**config.mk**
```make
export PLATFORM = sky130hd
export DESIGN_NAME = bram_arbiter2
export DESIGN_NICKNAME = d
export VERILOG_FILES = /design/src/rtl/bram_arbiter2.sv
export SDC_FILE = /design/constraint.sdc
export NUM_CORES = 1
export LEC_CHECK = 0
export ABC_AREA = 1
export CAP_MARGIN = 0
export CORE_UTILIZATION = 35
export DETAILED_ROUTE_END_ITERATION = 12
export PLACE_DENSITY_LB_ADDON = 0.3
export SYNTH_ARGS = -nofsm -noshare
export SYNTH_HDL_FRONTEND = slang
export SYNTH_SLANG_ARGS = --single-unit
```
**constraint.sdc**
```tcl
create_clock -name CLK -period 1.95 [get_ports CLK]
set_input_delay 0.39 -clock CLK [delete_from_list [all_inputs] [get_ports CLK]]
set_output_delay 0.39 -clock CLK [all_outputs]
set_load 0.01 [all_outputs]
```
**src/rtl/bram_arbiter2.sv**
```systemverilog
// Purpose: round-robin arbiter giving two requesters shared access to one single-port 1024xDW BRAM.
// Latency: grant is combinational in the request cycle; read data returns one cycle after the grant.
// Backpressure: a requester holds its request until req_ready; at most one requester is accepted per cycle.
module bram_arbiter2 #(
    parameter int DW = 16,
    parameter int WL = 1024
) (
    input  logic                 CLK,
    input  logic                 RSTn,
    input  logic [1:0]           req_valid,
    output logic [1:0]           req_ready,
    input  logic [1:0]           req_we,
    input  logic [1:0][12:0]     req_addr,
    input  logic [1:0][DW-1:0]   req_wdata,
    output logic [1:0]           rsp_valid,
    output logic [DW-1:0]        rsp_rdata,
    output logic                 rsp_err,
    output logic                 ram_EN,
    output logic [3:0]           ram_WE,
    output logic [12:0]          ram_A,
    output logic [DW-1:0]        ram_Di,
    input  logic [DW-1:0]        ram_Do
);

    localparam logic [11:0] WL_L = 12'(WL);

    // Read captured at the grant edge, answered in the following cycle.
    typedef struct packed {
        logic vld;
        logic owner;
        logic err;
    } pend_t;

    pend_t             pend_q;
    logic              last_q;     // requester served most recently
    logic [12:0]       a_q;        // address held while idle
    logic [DW-1:0]     di_q;       // write data held while idle
    logic              gnt_vld;
    logic              gnt_idx;
    logic              gnt_in_range;
    logic              rsp_act;

    // Pick the requester: a lone requester wins, contention goes to the one not served last.
    always_comb begin
        gnt_vld = 1'b0;
        gnt_idx = 1'b0;
        if (RSTn) begin
            case (req_valid)
                2'b01:   begin gnt_vld = 1'b1; gnt_idx = 1'b0;    end
                2'b10:   begin gnt_vld = 1'b1; gnt_idx = 1'b1;    end
                2'b11:   begin gnt_vld = 1'b1; gnt_idx = ~last_q; end
                default: begin gnt_vld = 1'b0; gnt_idx = 1'b0;    end
            endcase
        end
    end

    // Drive the RAM and the response strobes; responses are suppressed while reset is asserted.
    always_comb begin
        gnt_in_range = ({1'b0, req_addr[gnt_idx][12:2]} < WL_L);
        rsp_act      = RSTn & pend_q.vld;
        req_ready[0] = gnt_vld & ~gnt_idx;
        req_ready[1] = gnt_vld & gnt_idx;
        ram_A        = gnt_vld ? req_addr[gnt_idx]  : a_q;
        ram_Di       = gnt_vld ? req_wdata[gnt_idx] : di_q;
        ram_WE       = (gnt_vld & req_we[gnt_idx] & gnt_in_range) ? 4'hF : 4'h0;
        // EN stays high in the response cycle because the RAM gates Do with the current EN.
        ram_EN       = (gnt_vld & gnt_in_range) | rsp_act;
        rsp_valid[0] = rsp_act & ~pend_q.owner;
        rsp_valid[1] = rsp_act & pend_q.owner;
        rsp_err      = rsp_act & pend_q.err;
        rsp_rdata    = (rsp_act & ~pend_q.err) ? ram_Do : '0;
    end

    // Round-robin pointer, pending-read capture and idle hold registers.
    always_ff @(posedge CLK) begin
        if (!RSTn) begin
            last_q <= 1'b1;
            pend_q <= '0;
            a_q    <= '0;
            di_q   <= '0;
        end else begin
            pend_q.vld   <= gnt_vld & ~req_we[gnt_idx];
            pend_q.owner <= gnt_idx;
            pend_q.err   <= ~gnt_in_range;
            if (gnt_vld) begin
                last_q <= gnt_idx;
                a_q    <= ram_A;
                di_q   <= ram_Di;
            end
        end
    end

endmodule

```
==> results of run 1 <==
-- timing repair --
action | 4_1_cts | 5_1_grt
pin swaps | 13 | 21
endpoints found under the setup margin | 55 | 49
buffers inserted | 8 | 12
resized for setup | 103 | 96
cloned | 4 | 0
-- final cells by class --
class / instances / area (um^2)
repair buffers: 193 / 1830
fillers: 424 / 1220
multi-input cells: 210 / 977
flip-flops and latches: 33 / 662
inverters: 81 / 304
well taps: 70 / 87.6
clock buffers: 7 / 86.3
clock inverters: 1 / 30.0
-- sequential cells by signal, indices dropped and copies added, names as in the netlist --
name / cells
pend_q: 3
a_q: 13
last_q: 1
di_q: 16
-- worst max-delay path by stage --
stage,endpoint,start,depth (start not counted),slack [ns]
floorplan,ram_WE[1],req_valid[0],6,0.21
global placement,ram_A[3],RSTn,10,-0.63
detailed placement,ram_Di[3],RSTn,10,-0.67
CTS,ram_A[10],last_q,7,-0.009
global route,ram_A[3],last_q,10,-0.08
finish,ram_A[3],last_q,10,-0.004
-- cells in the final DEF, fill, tap and decap left out, drive strengths merged --
cell | netlist | final
or2 | 1 | 1
o21ai | 3 | 3
dfxtp | 33 | 33
inv | 81 | 81
bufbuf | 0 | 1
dlygate4sd2 | 0 | 8
buf | 11 | 74
clkdlybuf4s15 | 0 | 3
bufinv | 0 | 1
nor2 | 107 | 107
nand2 | 66 | 66
dlymetal6s2s | 0 | 15
clkdlybuf4s50 | 0 | 79
a21oi | 1 | 1
nand3 | 31 | 31
clkbuf | 7 | 20
and2 | 1 | 1
-- cells in the mapped netlist, drive strengths merged --
cell	number	area share [%]
a21oi	1	0.26
and2	1	0.33
buf	11	4.2
clkbuf	7	1.4
dfxtp	33	34
inv	81	16
nand2	66	13
nand3	31	8.1
nor2	107	21
o21ai	3	0.98
or2	1	0.33
-- per-layer routing --
metal | up-vias | track usage (%)
li1 | 1329 | -
met1 | 1164 | 25.1
met5 | - | 0
met4 | 0 | 5.19
met2 | 107 | 43.8
met3 | 11 | 6.11
-- worst max-delay path, cell delays in order (launching register included) --
cell     delay [ns]
dfxtp_2        0.34
nand2_4        0.09
nand2_4        0.07
nand2_4        0.10
buf_12         0.12
buf_8          0.12
buf_6          0.12
nor2_4         0.03
nor2_2         0.10
inv_1          0.05
buf_2          0.13
-- power breakdown --
part           internal (W)  leakage [nW]  total [W]  switching [W]
logic              0.000460          2.17   0.000809       0.000349
clock network      0.000417        0.0585   0.000668       0.000252
registers          0.000723         0.272   0.000737      0.0000139
total               0.00160          2.50    0.00221       0.000614
-- logic make-up (layout without fill, tap and decap cells) --
logic type	Yosys count	count (layout)	synth area share, %
simple gates	206	206	43.0
compound gates	4	4	1.24
flops	33	33	34.4
buf+inv	99	282	21.4
-- per-stage QoR --
stage	setup TNS (ns)	hold WS, ns	setup WS [ns]	instances	util [%]
final	-0.00439	0.394	-0.00406	595	76.5
after global routing	-0.583	0.396	-0.0842	595	76.5
after CTS	-0.0109	0.409	-0.00913	583	73.2
after detailed placement	-29.51	0.474	-0.674	563	67.6
after global placement	-28.33	0.468	-0.626	563	67.6
after floorplan	0	0.447	0.207	342	-
==> impl_metrics.toml, run 1 <==
[grt]
grt_usage_pct = 23.0
first_global_vias = 2387
antenna_found_initial = 0
grt_pass1_wl_um = 10800
gr-total-overflow = 0
grt_start_max_net_pins = 31

[drt]
wl_um = 7000
wl_met2_um = 3680
top_layer = "met4"
ant_nets = 0
wl_per_cell_um = 11.8
vias = 2611
drtIter0Drc = 66
drc = 0
drt_first_pass_iters = 4
wl_met1_um = 2710
vias_per_cell = 4.39
wl_met3_um = 522

[sta]
fin_worst_skew_ns = 0.00494
rsz0062_at_grt = "true"
slew-limit-headroom_pct = 78.8
finalWorstSetupSlack_ns = -0.00406
max_freq_mhz = 512
finalCritPeriodShare_pct = 100
slew_violations = 0
hold_viol = 0
tightest_slew_ns = 0.318
setup_viol = 3
layout_min_cycle_time_ns = 1.95

[critical_path]
critPathMaxFanout = 7
cp.required_ns = 1.56
rr_worst_depth = 11
r2r_start = "last_q"
r2r-end = "a_q[1]"
arrival_ns = 1.56
path_class = "flop to primary output"
r2r_slack_ns = 0.49
end_kind = "primary output"
crit_path_start_kind = "flop"

[placed_design]
port_buffers = 134
place_area_um2 = 3520
dp.final_hpwl_um = 4510
place_congestion = 0.846

[min_path]
holdPathStages = 3
worstHoldStart = "req_valid[1]"
worstHoldEndpoint = "last_q"
hold_path_class = "input pin to flop"

[floorplanning]
coreArea_um2 = 5200
die_x_um = 76.1
die_area_um2 = 5790
pin_count = 135
rows = 26
die_h_um = 76.1
initial_core_util_pct = 36.9

[synth]
yosys_warnings = 0
synth_cell_types = 17
yosys_register_bits = 33
synth_nets = 422
ys_seq_area_share_pct = 34.4
avgSynthCellArea_um2 = 5.62
netlist_instances = 342
syn-cell-area_um2 = 1920

[outcome]
violations = "setup timing"
status = "finished, violations left"

[finish]
finish.instance_area_um2 = 3980
fin_nets = 604
area_growth_pct = 107
layout-drive-gt1-share_pct = 25.9
diodes = 0

[power_and_ir_drop]
power_w = 0.00221
p_leak_nw = 2.50
irDropWorstVdd_mv = 0.443
p_per_area_nw_per_um2 = 556

[clocking]
clkTransAtPathRegs_ns = 0.07
cts_made_buffers = 5
h-tree-depth = 2
postCtsHoldBufs = 0
cts_tree = "done"
worstSkewPairLatency_ns = 0.28
cts_root_buffer = "clkbuf_8"
numClockSinks = 33
cts_buffer_depth = 2

[flow_run]
drv_cap = 0
Note: power is estimated with default switching activity, not from simulation.
==> run 2, diff against run 1 <==
CORE_UTILIZATION = 38   (was 35)
clock period = 2.45 ns   (was 1.95 ns; I/O delays follow)
==> run 2 against run 1 <==
Compared with the run above: the flow now finishes without violations; design area decreased by 7.7%; clock power shrank 45%; flip-flop and latch count unchanged; wire length decreased by 12%; core utilization rose by 0.32 points; setup slack improved by 0.11 ns; combinational power decreased by 30%; critical path type is now input pin to primary output; highest routed layer unchanged.
==> impl_metrics.toml, run 2 (synthesis gave the netlist of run 1 again) <==
[power_and_ir_drop]
p_per_area_nw_per_um2 = 415
p_leak_nw = 2.13
irDropWorstVdd_mv = 0.303

[clocking]
numClockSinks = 33
cts_buffer_depth = 2
clkTransAtPathRegs_ns = 0.06
cts_root_buffer = "clkbuf_8"
cts_tree = "done"
worstSkewPairLatency_ns = 0.28
h-tree-depth = 2
cts_made_buffers = 5

[drt]
ant_nets = 0
vias = 2520
drtIter0Drc = 68
vias_per_cell = 4.35
drt_first_pass_iters = 4
wl_per_cell_um = 10.7
wl_um = 6180
drc = 0

[critical_path]
cp.required_ns = 1.96
max_stage_delay_ns = 0.52
path_class = "input pin to primary output"
arrival_ns = 1.86
r2r-end = "di_q[5]"
crit_cells = 7
cp_top_family = "buffers and inverters"
path_buf_inv = 4
cp-endpoint = "req_ready[0]"
end_kind = "primary output"
cp_cell_sequence = "dlygate4sd2_1, nor2_1, nor2_4, nand2_4, buf_8, inv_1, clkdlybuf4s50_1"
crit_path_start_kind = "input pin"
rr_worst_depth = 9
r2r_slack_ns = 1.08
crit_slowest_cell = "clkdlybuf4s50_1"
worstSetupStartpoint = "req_valid[0]"
critPathMaxFanout = 14
r2r_start = "last_q"

[sta]
slew-limit-headroom_pct = 78.4
max_freq_mhz = 426
fin_worst_skew_ns = 0.00295
whs_ns = 0.545
layout_min_cycle_time_ns = 2.35
setup_viol = 0
hold_viol = 0
tns_ns = 0
slew_violations = 0
rsz0062_at_grt = "false"
finalCritPeriodShare_pct = 95.8
tightest_slew_ns = 0.325
finalWorstSetupSlack_ns = 0.104

[floorplanning]
die_x_um = 73.1
die_area_um2 = 5350
initial_core_util_pct = 40.2
die_h_um = 73.1
coreArea_um2 = 4790
rows = 25
pin_count = 135

[grt]
first_global_vias = 2377
grt_pass1_wl_um = 9870
grt_start_max_net_pins = 31
grt_usage_pct = 23.7
antenna_found_initial = 0
gr-total-overflow = 0

[finish]
fill_cells = 398
regMostFlops = "di_q"
area_growth_pct = 91.2
final_common_cell = "nor2_1"
largestRegisters = "di_q x16, a_q x13, pend_q x3"
largest_register_ffs = 16
mostFrequentLayoutCells = "nor2_1 (104), clkdlybuf4s50_1 (97), inv_1 (79), nand2_1 (63), buf_4 (44)"
layout-drive-gt1-share_pct = 12.5
diodes = 0
fin_nets = 593

[outcome]
status = "finished, final reports clean"

[placed_design]
dp.final_hpwl_um = 4670
place_congestion = 0.762
port_buffers = 134
place_ws_ns = -0.404

[flow_run]
drv_cap = 0

[min_path]
hold_path_class = "flop to flop"
## run 2: cell count changes in the layout (fill, tap and decap cells not counted), sizes merged
cell and change:
clkdlybuf4s15 -3, bufbuf -1, bufinv -1, dlygate4sd2 +29, buf -26, clkbuf -15
clkdlybuf4s50 +18, clkinv +1, dlymetal6s2s -15
## run 2: worst min-delay path by stage
stage	slack, ns	startpoint	end	cells after the start
floorplan	0.45	last_q	last_q	2
global placement	0.48	last_q	last_q	2
detailed placement	0.49	last_q	last_q	2
CTS	0.52	last_q	last_q	2
global route	0.57	last_q	last_q	2
finish	0.54	di_q[3]	di_q[3]	4
## run 2: timing repair
action | CTS | global route
pin swaps | 8 | 0
hold buffers | 0 | 0
gates cloned | 2 | 0
setup buffers | 7 | 0
endpoints found under the setup margin | 52 | 1
gates resized for setup | 51 | 1
## run 2: worst register-to-register path: stages (launching register included)
cell,delay (ns)
dfxtp_1,0.32
nand2_2,0.12
nand2_4,0.09
nand2_4,0.10
buf_8,0.15
nor2_1,0.05
nor2_1,0.17
buf_4,0.14
buf_4,0.09
nor2_1,0.03
## run 2: report_power, final
part	internal, W	leakage (nW)	switching [W]
sequential	0.000576	0.272	0.0000108
clock	0.000187	0.0399	0.000182
combinational	0.000324	1.82	0.000246
total	0.00109	2.13	0.000439
## run 2: metrics by stage
stage	instance area (um^2)	instances	power, W	util [%]
after CTS	3670	579	0.00153	76.7
after floorplan	1920	342	0.000817	-
after global routing	3670	579	0.00162	76.8
after global placement	3530	564	0.00117	73.8
after detailed placement	3530	564	0.00118	73.8
final	3670	579	0.00153	76.8
## run 2: layer usage
metal / routed length, um / GRT usage [%]
met1: 2420 / 24.9
met2: 3220 / 46.2
met3: 488 / 5.66
met4: 55 / 6.75
met5: 0 / 0
## run 2: final cells by class
| cell class | count | area (um^2) | area share (%) |
|---|---|---|---|
| timing repair buffer | 182 | 1670 | 45.6 |
| multi-input combinational | 210 | 878 | 23.9 |
| sequential | 33 | 661 | 18.0 |
| inverter | 81 | 304 | 8.27 |
| tap | 67 | 83.8 | 2.28 |
| clock buffer | 5 | 68.8 | 1.87 |
| clock inverter | 1 | 5.00 | 0.136 |
==> run 3, diff against run 2 <==
PLACE_DENSITY = 0.88   (was default)
PLACE_DENSITY_LB_ADDON = default   (was 0.3)
==> run 3 against run 2 <==
Compared with the run above: design area increased by 1.1%; sequential share of layout area shrank 0.19 points; non-clock buffer count unchanged; combinational power is 1% higher; hold slack gained 0.0092 ns; largest power group unchanged; wire length increased by 2.8%; highest routed layer unchanged; core utilization increased by 0.84 points; critical path depth grew 2; largest cell class unchanged.
==> impl_metrics.toml, run 3 (synthesis gave the netlist of run 1 again) <==
[grt]
gr-total-overflow = 0
grt_pass1_wl_um = 9940
antenna_found_initial = 0
grt_start_max_net_pins = 31
first_global_vias = 2284
grt_usage_pct = 24.1

[critical_path]
critPathMaxFanout = 8
end_kind = "primary output"
max_stage_delay_ns = 0.52
cp_top_family = "buffers and inverters"
cp_cell_sequence = "clkbuf_2, buf_4, o21ai_4, buf_6, nand2_1, nand2_1, nor2_2, inv_1, clkdlybuf4s50_1"
arrival_ns = 1.84
crit_top_cell = "nand2_1"
crit_path_start_kind = "input pin"
crit_slowest_cell = "clkdlybuf4s50_1"
path_buf_inv = 5
cp.required_ns = 1.96
path_class = "input pin to primary output"

[drt]
vias_per_cell = 4.32
drt_first_pass_iters = 4
wl_um = 6350
wl_per_cell_um = 11.0
vias = 2508
drc = 0
ant_nets = 0
drtIter0Drc = 106

[finish]
largest_register_ffs = 16
fin_nets = 593
mostFrequentLayoutCells = "nor2_1 (103), clkdlybuf4s50_1 (100), inv_1 (79), nand2_1 (63), buf_4 (42)"
final_util_pct = 77.6
area_growth_pct = 93.3
final_cells = 580
largestRegisters = "di_q x16, a_q x13, pend_q x3"
final_common_cell = "nor2_1"
fill_cells = 386
diodes = 0
layout-drive-gt1-share_pct = 13.3
regMostFlops = "di_q"

[floorplanning]
rows = 25
die_area_um2 = 5350
die_h_um = 73.1
initial_core_util_pct = 40.2
pin_count = 135
coreArea_um2 = 4790
die_x_um = 73.1

[sta]
finalCritPeriodShare_pct = 95.3
layout_min_cycle_time_ns = 2.33
slew-limit-headroom_pct = 79.1
hold_viol = 0
max_freq_mhz = 428
fin_worst_skew_ns = 0.00197
setup_viol = 0
rsz0062_at_grt = "false"
tightest_slew_ns = 0.314
whs_ns = 0.554
slew_violations = 0

[flow_run]
drv_cap = 0

[placed_design]
place_congestion = 0.769
dp_cells = 565
port_buffers = 134
dp.final_hpwl_um = 4730

[outcome]
status = "finished, final reports clean"

[power_and_ir_drop]
irDropWorstVdd_mv = 0.329
p_leak_nw = 2.16
p_per_area_nw_per_um2 = 422

[clocking]
numClockSinks = 33
cts_made_buffers = 5
h-tree-depth = 2
cts_tree = "done"
clkTransAtPathRegs_ns = 0.06
worstSkewPairLatency_ns = 0.27
cts_root_buffer = "clkbuf_8"
cts_buffer_depth = 2

[min_path]
hold_path_class = "flop to flop"
## run 3: worst reg2reg max path: stages (launching register included)
cell	delay [ns]
dfxtp_1	0.38
nand2_4	0.10
nand2_4	0.11
nand2_4	0.08
buf_8	0.15
nor2_1	0.12
nor2_1	0.07
buf_4	0.13
buf_4	0.12
nor2_1	0.07
## run 3: timing repair
action / in CTS / in global routing
endpoints found under the setup margin: 55 / 6
hold buffers: 0 / 0
buffers inserted: 5 / 2
cloned: 1 / 0
resized for setup: 52 / 7
pin swaps: 5 / 2
## run 3: final timing paths
kind | slack [ns] | cells after the start | from | end
worst min-delay path | 0.55 | 4 | a_q[11] | a_q[11]
worst min register to register | 0.55 | 4 | a_q[11] | a_q[11]
worst max register to register | 1.06 | 9 | last_q | a_q[4]
worst max-delay path | 0.12 | 9 | req_valid[0] | ram_Di[10]
## run 3: cell type report
class                      instances  area (um^2)  share of cell area [%]
tap                               67         83.8                    2.26
multi-input combinational        210          886                    23.8
clock buffer                       7         86.3                    2.32
timing repair buffer             182         1690                    45.6
inverter                          81          304                    8.18
sequential                        33          661                    17.8
## run 3: per-stage QoR
step | total power [W] | cell area, um^2 | setup TNS [ns] | worst slack, ns
after global placement | 0.00117 | 3550 | -12.87 | -0.348
after floorplan | 0.000817 | 1920 | 0 | 0.507
after detailed placement | 0.00118 | 3550 | -15.51 | -0.442
after global routing | 0.00166 | 3710 | 0 | 0.0371
after CTS | 0.00158 | 3700 | 0 | 0.000104
final | 0.00157 | 3710 | 0 | 0.116
## run 3: routing by layer
layer / GRT usage, % / wire length [um]
met5: 0 / 0
met4: 5.66 / 17
met3: 6.63 / 476
met2: 48.1 / 3380
met1: 24.1 / 2480
## run 3: where the power goes
part	internal, W	switching (W)	leakage, nW
clock	0.000223	0.000182	0.0443
combinational	0.000331	0.000247	1.84
sequential	0.000576	0.0000106	0.272
total	0.00113	0.000440	2.16
